### config.mk
export PLATFORM = sky130hd
export DESIGN_NAME = arbitro_rr_16
export DESIGN_NICKNAME = d
export VERILOG_FILES = /design/src/rtl/arb_pkg.sv /design/src/rtl/cod_prio_mask_16_4.sv /design/src/rtl/arbitro_rr_16.sv
export SDC_FILE = /design/constraint.sdc
export NUM_CORES = 1
export LEC_CHECK = 0
export CAP_MARGIN = 20
export CORE_MARGIN = 2
export CORE_UTILIZATION = 45
export DETAILED_ROUTE_END_ITERATION = 10
export PLACE_DENSITY = 0.67
export SYNTH_ARGS = -nofsm -noshare
export SYNTH_HDL_FRONTEND = slang
export SYNTH_SLANG_ARGS = --single-unit
export TNS_END_PERCENT = 1
### constraint.sdc
create_clock -name clk -period 6.4 [get_ports clk]
set_input_delay 0.64 -clock clk [delete_from_list [all_inputs] [get_ports clk]]
set_output_delay 0.64 -clock clk [all_outputs]
set_load 0.03 [all_outputs]
### src/rtl/arb_pkg.sv
// Shared constants, FSM state type and helpers for the 16-way round-robin arbiter.
package arb_pkg;

  localparam int N        = 16;
  localparam int W        = 4;
  localparam int MAX_HOLD = 8;

  localparam logic [W-1:0] PTR_RST = 4'd15;

  typedef enum logic {
    IDLE  = 1'b0,
    GRANT = 1'b1
  } state_t;

  function automatic logic [N-1:0] onehot(input logic [W-1:0] idx);
    logic [N-1:0] v;
    v      = '0;
    v[idx] = 1'b1;
    return v;
  endfunction

endpackage

### src/rtl/cod_prio_mask_16_4.sv
// Combinational 16->4 priority encoder whose highest-priority position is ptr, descending and
// wrapping. Implemented as rotate so that req[ptr] lands on bit 15, MSB-first encode, un-rotate.
module cod_prio_mask_16_4
  import arb_pkg::*;
(
  input  logic [N-1:0] req,
  input  logic [W-1:0] ptr,
  output logic [W-1:0] idx,
  output logic         any
);

  logic [N-1:0] rot;
  logic [W-1:0] rot_idx;

  // rot[j] = req[j + ptr + 1], so rot[15] = req[ptr] and rot[0] = req[ptr + 1]
  generate
    for (genvar gi = 0; gi < N; gi++) begin : g_rot
      localparam logic [W-1:0] OFS = W'(gi + 1);
      logic [W-1:0] src;
      assign src     = OFS + ptr;
      assign rot[gi] = req[src];
    end
  endgenerate

  always_comb begin
    rot_idx = '0;
    for (int i = 0; i < N; i++) begin
      if (rot[i]) rot_idx = W'(i);
    end
  end

  assign any = |rot;
  assign idx = rot_idx + ptr + W'(1);

endmodule

### src/rtl/arbitro_rr_16.sv
// Round-robin arbiter for 16 requesters with registered one-hot grant and encoded index.
// Optional owner preemption after MAX_HOLD cycles is built when ARB_TIMEOUT_EN is defined.
module arbitro_rr_16
  import arb_pkg::*;
(
  input  logic         clk,
  input  logic         rst,
  input  logic [N-1:0] entrada,
  output logic [N-1:0] grant,
  output logic [W-1:0] grant_idx,
  output logic         valid
);

  state_t       state_reg, state_next;
  logic [W-1:0] ptr_reg, ptr_next;
  logic [N-1:0] grant_reg, grant_next;
  logic [W-1:0] idx_reg, idx_next;
  logic         valid_reg, valid_next;

  logic [N-1:0] arb_req;
  logic [W-1:0] win_idx;
  logic         win_any;
  logic         timeout;
  logic         owner_keep;
  logic         new_grant;

  // The current owner never competes; once released its bit is already zero anyway.
  assign arb_req = (state_reg == GRANT) ? (entrada & ~grant_reg) : entrada;

  cod_prio_mask_16_4 u_prio (
    .req (arb_req),
    .ptr (ptr_reg),
    .idx (win_idx),
    .any (win_any)
  );

`ifdef ARB_TIMEOUT_EN
  logic [7:0] hold_cnt_reg, hold_cnt_next;

  // Asserted during the owner's MAX_HOLD-th consecutive grant cycle.
  assign timeout = ({1'b0, hold_cnt_reg} + 9'd1) >= 9'(MAX_HOLD);

  always_comb begin
    hold_cnt_next = hold_cnt_reg;
    if (new_grant)
      hold_cnt_next = '0;
    else if (state_reg == GRANT && hold_cnt_reg != 8'hFF)
      hold_cnt_next = hold_cnt_reg + 8'd1;
  end

  always_ff @(posedge clk or posedge rst) begin
    if (rst) hold_cnt_reg <= '0;
    else     hold_cnt_reg <= hold_cnt_next;
  end
`else
  assign timeout = 1'b0;
`endif

  assign owner_keep = entrada[idx_reg] && !(timeout && win_any);

  always_comb begin
    state_next = state_reg;
    ptr_next   = ptr_reg;
    grant_next = grant_reg;
    idx_next   = idx_reg;
    valid_next = valid_reg;
    new_grant  = 1'b0;

    case (state_reg)
      IDLE: begin
        if (win_any) new_grant = 1'b1;
      end
      GRANT: begin
        if (!owner_keep) begin
          if (win_any) begin
            new_grant = 1'b1;
          end else begin
            state_next = IDLE;
            grant_next = '0;
            idx_next   = '0;
            valid_next = 1'b0;
          end
        end
      end
      default: begin
        state_next = IDLE;
        grant_next = '0;
        idx_next   = '0;
        valid_next = 1'b0;
      end
    endcase

    // The new winner drops to lowest priority for the next arbitration.
    if (new_grant) begin
      state_next = GRANT;
      grant_next = onehot(win_idx);
      idx_next   = win_idx;
      valid_next = 1'b1;
      ptr_next   = win_idx - W'(1);
    end
  end

  always_ff @(posedge clk or posedge rst) begin
    if (rst) begin
      state_reg <= IDLE;
      ptr_reg   <= PTR_RST;
      grant_reg <= '0;
      idx_reg   <= '0;
      valid_reg <= 1'b0;
    end else begin
      state_reg <= state_next;
      ptr_reg   <= ptr_next;
      grant_reg <= grant_next;
      idx_reg   <= idx_next;
      valid_reg <= valid_next;
    end
  end

  assign grant     = grant_reg;
  assign grant_idx = idx_reg;
  assign valid     = valid_reg;

endmodule
==> results of run 1 <==
cell families after synthesis:
kind of cell             count (synthesis)  share of synthesized area [%]
multiplexers                            96                          39.18
flip-flops                              26                          21.12
adder cells (fa/ha/maj)                 16                          6.691
AND/OR/NAND/NOR                         82                          12.09
buffers and inverters                   25                          4.917
AO/OA/AOI/OAI                           52                          11.49
XOR/XNOR                                16                          4.514
tightest hold or removal path, cell delays in order (launching register included):
cell and delay, ns:
sky130_fd_sc_hd__dfrtp_1 0.36, sky130_fd_sc_hd__nand2_1 0.05, sky130_fd_sc_hd__nand2_1 0.06
layer usage:
metal | GRT usage, % | routed length, µm
met2 | 39.56 | 4192
met1 | 34.07 | 3959
met4 | 3.409 | 72
met5 | 0 | 0
met3 | 1.896 | 326
stage by stage:
| step | instances | worst slack (ns) | area [µm²] | hold slack (ns) | util, % |
|---|---|---|---|---|---|
| finish | 423 | 0.8996 | 3583 | 0.5087 | 53.33 |
| global route | 423 | 0.3819 | 3583 | 0.5445 | 53.33 |
| CTS | 422 | 0.9343 | 3556 | 0.5184 | 52.92 |
| detailed placement | 418 | 0.9668 | 3485 | 0.4910 | 51.86 |
| global placement | 418 | 1.102 | 3485 | 0.4677 | 51.86 |
| floorplan | 313 | 1.315 | 3104 | 0.6503 | - |
cell type report:
class,count,area (µm²)
multi-input combinational,262,2296
clock buffer,3,41.29
clock inverter,1,30.03
fill,631,3136
sequential,26,655.6
tap,80,100.1
timing repair buffer,41,422.9
inverter,10,37.54
cell usage in the layout (no fill, tap or decap), types with 2 or more instances in the layout:
cell type,n
sky130_fd_sc_hd__mux2i_1,66
sky130_fd_sc_hd__or2_2,2
sky130_fd_sc_hd__mux4_2,19
sky130_fd_sc_hd__and2_1,2
sky130_fd_sc_hd__a21o_1,4
sky130_fd_sc_hd__clkdlybuf4s50_1,38
sky130_fd_sc_hd__a21oi_1,6
sky130_fd_sc_hd__nand2b_1,4
sky130_fd_sc_hd__o31ai_1,2
sky130_fd_sc_hd__xor2_1,4
sky130_fd_sc_hd__dfstp_2,4
sky130_fd_sc_hd__o22ai_1,7
sky130_fd_sc_hd__buf_4,2
sky130_fd_sc_hd__a21boi_1,8
sky130_fd_sc_hd__inv_1,7
sky130_fd_sc_hd__nor2_1,19
sky130_fd_sc_hd__o21ai_0,9
sky130_fd_sc_hd__nand2_1,39
sky130_fd_sc_hd__nor3_1,7
sky130_fd_sc_hd__clkinv_1,2
sky130_fd_sc_hd__a21boi_0,9
sky130_fd_sc_hd__a211oi_1,2
sky130_fd_sc_hd__clkbuf_8,3
sky130_fd_sc_hd__ha_1,15
sky130_fd_sc_hd__mux2_2,10
sky130_fd_sc_hd__nand3_1,3
sky130_fd_sc_hd__xnor2_1,12
sky130_fd_sc_hd__nor2b_1,2
sky130_fd_sc_hd__dfrtp_1,22
worst min path at each step:
stage	end	slack, ns	cells after the start
floorplan	valid	0.65	2
global placement	valid	0.47	2
detailed placement	valid	0.49	2
CTS	valid	0.52	2
global route	valid	0.54	2
finish	valid	0.51	2
==> metrics.log, run 1 <==
INFO  metric routedWlPerCell = 20.22 µm
INFO  metric route.detailed.vias_per_inst = 6.083
INFO  metric number_of_sinks_on_the_clock_net = 26
INFO  metric final.min_clock_period = 5.500 ns
INFO  metric yosys_warnings = 0
INFO  metric timing.fmax = 181.8 MHz
INFO  metric antenna_found_initial = 0
INFO  metric synth_largest_type_area_fraction = 21.28%
INFO  metric area_of_the_die = 7579 µm²
INFO  metric critical-path-top-delay-family = compound AO/OA/AOI/OAI gates
INFO  metric start_util = 46.20%
INFO  metric row_count = 30
INFO  metric drc = 0
INFO  metric cts_setup_buffers = 0
INFO  metric post_route_cells_drive_above_1_share = 13.70%
INFO  metric core_area = 6719 µm²
INFO  metric track_usage = 23.60%
INFO  metric cts_tree = done
INFO  metric die_h = 87.06 µm
INFO  metric crit_path_end_kind = register
INFO  metric rsz_0062_raised_after_global_routing = no
INFO  metric crit-reg2reg-launch = ptr_reg[0]
INFO  metric pin_count = 39
INFO  metric synthDistinctLibCells = 42
INFO  metric timing.critical_path.fanout_max = 22
INFO  metric flow.area_growth_from_synthesis = 15.44%
INFO  metric grt_start_max_net_pins = 27
INFO  metric setup.worst_path.start_class = register
INFO  metric synthesis.nets = 347
INFO  metric synth_top_flop_cell = sky130_fd_sc_hd__dfrtp_1
INFO  metric routabilityCongestion = 0.9075
INFO  metric cts.root.buffer_cell = sky130_fd_sc_hd__clkbuf_8
INFO  metric cpPeakStageDelay = 0.87 ns
INFO  metric syn_inst = 313
INFO  metric htree_levels = 1
INFO  metric drt_iter0_drc = 184
INFO  metric post_cts_resize_count = 0
INFO  metric slew_headroom = 45.36%
INFO  metric number_of_cells_on_the_critical_path = 17
INFO  metric post_synth_main_area_contributors = sky130_fd_sc_hd__mux2i_1 21%, sky130_fd_sc_hd__dfrtp_1 18%, sky130_fd_sc_hd__mux4_2 14%
INFO  metric cts.reportedPaths.clkPinSlew = 0.10 ns
INFO  metric worst_hold_path_type = register to register
INFO  metric clock-skew-final = 0.005060 ns
INFO  metric ys_seq_area_share = 21.12%
INFO  metric cap_violations = 0
INFO  metric ff2ff_setup_slack = 0.90 ns
INFO  metric post-dp-hpwl = 6.789 mm
INFO  metric ys_seq_elements = 26
INFO  metric finalHoldViolCount = 0
INFO  metric place.port_buffers = 38
INFO  metric outcome = finished clean
INFO  metric die_w = 87.06 µm
INFO  metric largest_register_ffs = 16
INFO  metric first_global_vias = 2477
INFO  metric hold_start = valid
INFO  metric worst_r2r_dst = ptr_reg[3]
INFO  metric ant_nets = 0
INFO  metric route.vias.total = 2573
INFO  metric synth_largest_area_cell = sky130_fd_sc_hd__mux2i_1
INFO  metric cpMaxStageDelayCell = sky130_fd_sc_hd__dfstp_2
INFO  metric overflow = 0
INFO  metric tns = 0 ns
INFO  metric critical_path_buffer_and_inverter_count = 1
INFO  metric synthesis.area = 3104 µm²
INFO  metric cts_hold_buffers = 0
INFO  metric timing.critical_path.arrival = 5.69 ns
INFO  metric first_pass_grt_wire_length = 13.69 mm
INFO  metric maxSlewViolCount = 0
INFO  metric nets = 378
INFO  metric synth-async-reset-ratio = 100.0%
INFO  metric antenna_cells_inserted = 0
INFO  metric critPathRequiredTime = 6.59 ns
INFO  metric ff2ff_path_depth = 17
INFO  metric yosys.cell_count.top_type = sky130_fd_sc_hd__mux2i_1
INFO  metric post-route-period-util = 85.94%
INFO  metric syn-mean-instance-area = 9.918 µm²
INFO  metric synth_edf_count = 0
INFO  metric critical_path_class = register to register
INFO  metric clockBufferDepth = 2
INFO  metric setup_violations = 0
INFO  metric drt-pass1-iter-count = 4
INFO  metric worstSkewPairLatency = 0.28 ns
INFO  metric number_of_buffers_inserted_during_clock_tree_synthesis = 3
INFO  metric timing.critical_path.cells = inv_2 > ha_1 > xor2_1 > mux4_2 > mux2_2 > o22ai_1 > o31ai_1 > a21oi_1 > o21ai_0 > ha_1 > a21o_1 > a21o_1 > xnor2_1 > nor3_1 > o22ai_1 > o311ai_0 > a211oi_1
INFO  metric routed_wirelength = 8.551 mm
INFO  metric worst_margin_slew = 0.8197 ns
INFO  metric ys_top_cells_by_count = 66 x sky130_fd_sc_hd__mux2i_1, 39 x sky130_fd_sc_hd__nand2_1, 22 x sky130_fd_sc_hd__dfrtp_1
INFO  metric worstSetupStartpoint = ptr_reg[0]
INFO  metric capture_point_of_the_critical_path = ptr_reg[3]
Power of run 1 is left out: the tool's default activity adds up to more than one toggle a clock period on the data nets, which glitch-free logic cannot reach.
==> run 2, diff against run 1 <==
--- a/config.mk
+++ b/config.mk
@@ -8,6 +8,7 @@
 export CAP_MARGIN = 20
 export CORE_MARGIN = 2
 export CORE_UTILIZATION = 45
+export CTS_CLUSTER_SIZE = 30
 export DETAILED_ROUTE_END_ITERATION = 10
 export PLACE_DENSITY = 0.67
 export SYNTH_ARGS = -nofsm -noshare
==> results of run 2 <==
Same layout as run 1: the final DEF is identical, and so are final timing and power.
Power of run 2 is left out for the same reason.
